[config.mk]
export PLATFORM = sky130hd
export DESIGN_NAME = seq_detect_dual
export DESIGN_NICKNAME = d
export VERILOG_FILES = /design/src/rtl/seq_detect_dual.sv
export SDC_FILE = /design/constraint.sdc
export NUM_CORES = 1
export LEC_CHECK = 0
export BUFFER_PORTS_ARGS = -buffer_cell sky130_fd_sc_hd__buf_2
export CAP_MARGIN = 40
export CORE_UTILIZATION = 40
export CTS_CLUSTER_DIAMETER = 200
export DETAILED_ROUTE_END_ITERATION = 8
export GPL_ROUTABILITY_DRIVEN = 1
export PLACE_DENSITY_LB_ADDON = 0.12
export SYNTH_ARGS = -nofsm -noshare
export SYNTH_HDL_FRONTEND = slang
export SYNTH_SLANG_ARGS = --single-unit
[constraint.sdc]
create_clock -name clk -period 3.35 [get_ports clk]
set_input_delay 0.335 -clock clk [delete_from_list [all_inputs] [get_ports clk]]
set_output_delay 0.335 -clock clk [all_outputs]
set_load 0.01 [all_outputs]
[src/rtl/seq_detect_dual.sv]
// seq_detect_dual: serial recogniser for two programmable N-bit patterns.
// It supports overlapping or flushing detection and has a saturating match counter.
module seq_detect_dual #(
  parameter int N  = 3,
  parameter int CW = 8
) (
  input  logic          clk,
  input  logic          reset,
  input  logic          load,
  input  logic [N-1:0]  pat_a,
  input  logic [N-1:0]  pat_b,
  input  logic          overlap,
  input  logic          x,
  input  logic          x_valid,
  input  logic          clr_count,
  output logic          y,
  output logic [1:0]    which,
  output logic [CW-1:0] match_count,
  output logic          armed
);

  localparam int FW = $clog2(N + 1);
  localparam logic [FW-1:0] FILL_LAST = FW'(N - 1);
  localparam logic [FW-1:0] FILL_FULL = FW'(N);
  localparam logic [CW-1:0] COUNT_MAX = {CW{1'b1}};

  typedef enum logic [1:0] {
    IDLE,
    FILL,
    ARMED
  } state_t;

  state_t        state_q;
  logic [N-1:0]  cfg_a_q;
  logic [N-1:0]  cfg_b_q;
  logic          cfg_ovl_q;
  logic [N-1:0]  hist_q;
  logic [FW-1:0] fill_q;
  logic          y_q;
  logic [1:0]    which_q;
  logic [CW-1:0] count_q;

  logic [N-1:0]  win_d;
  logic          hitA;
  logic          hitB;
  logic          evalNow;
  logic          matchEvt;

  // Form the window the current bit would complete and decide whether it counts as a match event.
  // A bit is only evaluated once the history holds N bits, and never when load discards it.
  always_comb begin
    win_d    = {hist_q[N-2:0], x};
    hitA     = (win_d == cfg_a_q);
    hitB     = (win_d == cfg_b_q);
    evalNow  = x_valid && !load &&
               ((state_q == ARMED) || ((state_q == FILL) && (fill_q == FILL_LAST)));
    matchEvt = evalNow && (hitA || hitB);
  end

  // Main FSM: configuration capture, history shifting, flushing and the registered match outputs.
  always_ff @(posedge clk or posedge reset) begin
    if (reset) begin
      state_q   <= IDLE;
      cfg_a_q   <= '0;
      cfg_b_q   <= '0;
      cfg_ovl_q <= 1'b0;
      hist_q    <= '0;
      fill_q    <= '0;
      y_q       <= 1'b0;
      which_q   <= 2'b00;
    end else begin
      y_q     <= matchEvt;
      which_q <= matchEvt ? {hitB, hitA} : 2'b00;
      if (load) begin
        cfg_a_q   <= pat_a;
        cfg_b_q   <= pat_b;
        cfg_ovl_q <= overlap;
        hist_q    <= '0;
        fill_q    <= '0;
        state_q   <= FILL;
      end else if (x_valid) begin
        case (state_q)
          FILL: begin
            if (fill_q == FILL_LAST) begin
              if (matchEvt && !cfg_ovl_q) begin
                hist_q  <= '0;
                fill_q  <= '0;
                state_q <= FILL;
              end else begin
                hist_q  <= win_d;
                fill_q  <= FILL_FULL;
                state_q <= ARMED;
              end
            end else begin
              hist_q <= win_d;
              fill_q <= fill_q + FW'(1);
            end
          end
          ARMED: begin
            if (matchEvt && !cfg_ovl_q) begin
              hist_q  <= '0;
              fill_q  <= '0;
              state_q <= FILL;
            end else begin
              hist_q <= win_d;
            end
          end
          default: begin
          end
        endcase
      end
    end
  end

  // Saturating match counter; a synchronous clear wins over a same-cycle increment.
  always_ff @(posedge clk or posedge reset) begin
    if (reset) begin
      count_q <= '0;
    end else if (clr_count) begin
      count_q <= '0;
    end else if (matchEvt && (count_q != COUNT_MAX)) begin
      count_q <= count_q + CW'(1);
    end
  end

  assign y           = y_q;
  assign which       = which_q;
  assign match_count = count_q;
  assign armed       = (state_q == ARMED);

endmodule
==> results.sh <==
export IMPL_drtPass1Iterations=6
export IMPL_worstSetupPathType="flop to flop"
export IMPL_required_ps=3590
export IMPL_gp_congestion=0.705
export IMPL_post_cts_resize_count=0
export IMPL_place_ws_ps=1390
export IMPL_die_w_um=57.4
export IMPL_wl_per_cell_um=14.1
export IMPL_grt_use_total_pct=17.0
export IMPL_fin_worst_hold_slack_ps=234
export IMPL_nFillCells=267
export IMPL_cts_htree_levels=1
export IMPL_synth_top_area_share_pct=49.0
export IMPL_cp_start_kind="flop"
export IMPL_wl_met2_mm=1.17
export IMPL_dieArea_um2=3290
export IMPL_rsz0062_at_grt="false"
export IMPL_synthTopCellsByArea="dfrtp_1 (49%), mux2_1 (6.4%), xor2_1 (5.0%)"
export IMPL_intPower_mw=0.381
export IMPL_ys_warn_count=0
export IMPL_top_layer="met4"
export IMPL_syn_instance_count=112
export IMPL_clk_pin_slew_worst_paths_ps=120
export IMPL_yosys_most_used_dff="dfrtp_1"
export IMPL_initial_core_util_pct=43.3
export IMPL_total_power_mw=0.516
export IMPL_dr_wl_met3_um=69
export IMPL_ys_seq_area_share_pct=49.0
export IMPL_grt_pass1_vias=929
export IMPL_cts_tree="yes"
export IMPL_m1WireLength_mm=1.07
export IMPL_coreArea_um2=2830
export IMPL_clock_sinks=24
export IMPL_fin_skew_ps=3.86
export IMPL_cp_num_cells=5
export IMPL_synth_edf_count=0
export IMPL_cts_setup_buffers=0
export IMPL_regArea_um2=601
export IMPL_ys_async_sr_fraction_pct=100
export IMPL_grt_antenna_before_repair=0
export IMPL_diodes=0
export IMPL_drive_gt1_share_pct=24.3
export IMPL_routed_via_count=936
export IMPL_postPlaceCellArea_um2=1380
export IMPL_final_antenna_net_count=0
export IMPL_final_period_utilization_pct=59.5
export IMPL_yosys_cell_count_top_type="dfrtp_1"
export IMPL_cp_slowest_cell="or4_1"
export IMPL_power_switching_mw=0.135
export IMPL_final_util_pct=50.0
export IMPL_critPathMaxStageDelay_ps=500
export IMPL_worstSkewPairLatency_ps=310
export IMPL_area_growth_pct=15.4
export IMPL_viasPerCell=5.60
export IMPL_tns_ps=0
export IMPL_drv_cap=0
export IMPL_hold_path_class="primary input to flop"
export IMPL_timing_final_hold_violations=0
export IMPL_cts_root_buf="clkbuf_4"
export IMPL_ys_seq_elements=24
export IMPL_die_h_um=57.4
export IMPL_cp_num_buf_inv=0
export IMPL_crit_family="simple AND/OR/NAND/NOR gates"
export IMPL_grt_overflow=0
export IMPL_seqPwrFrac_pct=62.1
export IMPL_end_kind="flop"
export IMPL_comb_power_share_pct=14.5
export IMPL_dp_hpwl_mm=1.75
export IMPL_ys_top_cells_by_count="dfrtp_1 (24), a21oi_1 (9), mux2_1 (7), xor2_1 (7), o211ai_1 (6)"
export IMPL_power_density_nw_per_um2=365
export IMPL_cts_buffer_depth=2
export IMPL_fp_row_count=19
export IMPL_slew_headroom_pct=66.6
export IMPL_multi_input_area_um2=581
export IMPL_numPortBuffers=24
export IMPL_setup_violations=0
export IMPL_ios=25
export IMPL_finalNetCount=152
export IMPL_cp_max_fo=12
export IMPL_synth_cell_type_count=38
export IMPL_violations="design-rule violations"
export IMPL_yosys_area_top_type="dfrtp_1"
export IMPL_dr_first_iter_drc_count=36
export IMPL_pwr_share_clk_pct=23.4
export IMPL_avgSynthCellArea_um2=10.9
export IMPL_tightest_slew_ps=499
export IMPL_regToRegEndpoint="match_count[5]"
export IMPL_fin_area_um2=1420
export IMPL_reg2reg_depth=5
export IMPL_postCtsHoldBufs=1
export IMPL_drcViolationCount=1
export IMPL_rr_startpoint="state_q[1]"
export IMPL_peakVddDrop_mv=0.290
export IMPL_max_freq_ghz=0.501
export IMPL_status="complete, but fails checks"
export IMPL_leakagePower_nw=0.652
export IMPL_synth_area_um2=1230
export IMPL_p_sw_share_pct=26.2
export IMPL_setup_worst_path_start="state_q[1]"
export IMPL_grt_max_degree=21
export IMPL_wl_mm=2.35
export IMPL_cp_cell_sequence="nor2b_1 -> o211a_4 -> o211ai_4 -> or4_1 -> a21oi_1"
export IMPL_post_route_min_period_ps=1990
export IMPL_cts_inserted_buffers=3
export IMPL_drv_slew=0
export IMPL_grt_pass1_wl_mm=4.22
export IMPL_setup_ws_ps=1360
export IMPL_worstPathArrival_ps=2240
export IMPL_fin_cells=167
export IMPL_crit_end="match_count[5]"
export IMPL_place_inst=163
export IMPL_r2r_setup_slack_ps=1360
export IMPL_syn_nets=126
## how the worst min path moves through the flow
| stage | slack [ps] | start | to | cells past startpoint |
|---|---|---|---|---|
| 6_report | 230 | pat_a[2] | cfg_a_q[2] | 2 |
| 5_1_grt | 210 | overlap | cfg_ovl_q | 2 |
| 4_1_cts | 220 | overlap | cfg_ovl_q | 2 |
| 3_5_place_dp | 270 | reset | match_count[1] | 2 |
| 3_3_place_gp | 490 | cfg_a_q[1] | cfg_a_q[1] | 1 |
| 2_1_floorplan | 350 | reset | cfg_a_q[0] | 1 |
## state kept, by name, summed over array words and instances, names as in the netlist
name / flops
state_q: 2
cfg_b_q: 3
which: 2
cfg_ovl_q: 1
match_count: 8
fill_q: 2
y: 1
cfg_a_q: 3
hist_q: 2
## power groups by stage
stage          Sequential [mW]  Clock, mW  Combinational, mW
3_5_place_dp             0.326          0             0.0751
4_1_cts                  0.321      0.127             0.0762
6_report                 0.320      0.121             0.0751
3_3_place_gp             0.325          0             0.0695
2_1_floorplan            0.320          0             0.0561
5_1_grt                  0.323      0.143             0.0850
## metal layers
metal,vias to the layer above,GRT usage [%]
li1,453,-
met1,459,22.8
met2,19,27.2
met3,5,2.27
met4,0,8.36
met5,-,0
## cells in the final DEF (no fill, tap or decap), drive strengths merged, types with 2 or more instances in the layout
cell	n
buf	25
dfrtp	24
a21oi	9
mux2	7
xor2	7
o211ai	7
o21ai	7
nand2	5
nor3	5
inv	4
nand3	4
nor2b	3
nor2	3
or3	3
clkbuf	3
and2	2
o31ai	2
or4	2
## area by class of cell
class | instances | share of cell area, %
flip-flops and latches | 24 | 42.4
repair buffers | 26 | 11.1
inverters | 4 | 1.06
clock buffers | 3 | 1.59
multi-input cells | 79 | 41.0
well taps | 31 | 2.74
## kinds of logic after synthesis
| kind of cell | count (synthesis) | share of synthesized area, % |
|---|---|---|
| fa+ha+maj | 1 | 1.02 |
| mux | 8 | 7.25 |
| xor+xnor | 7 | 5.00 |
| buf+inv | 9 | 3.67 |
| compound gates | 30 | 17.6 |
| simple gates | 33 | 16.5 |
| flops | 24 | 49.0 |
(Power assumes the default switching activity.)
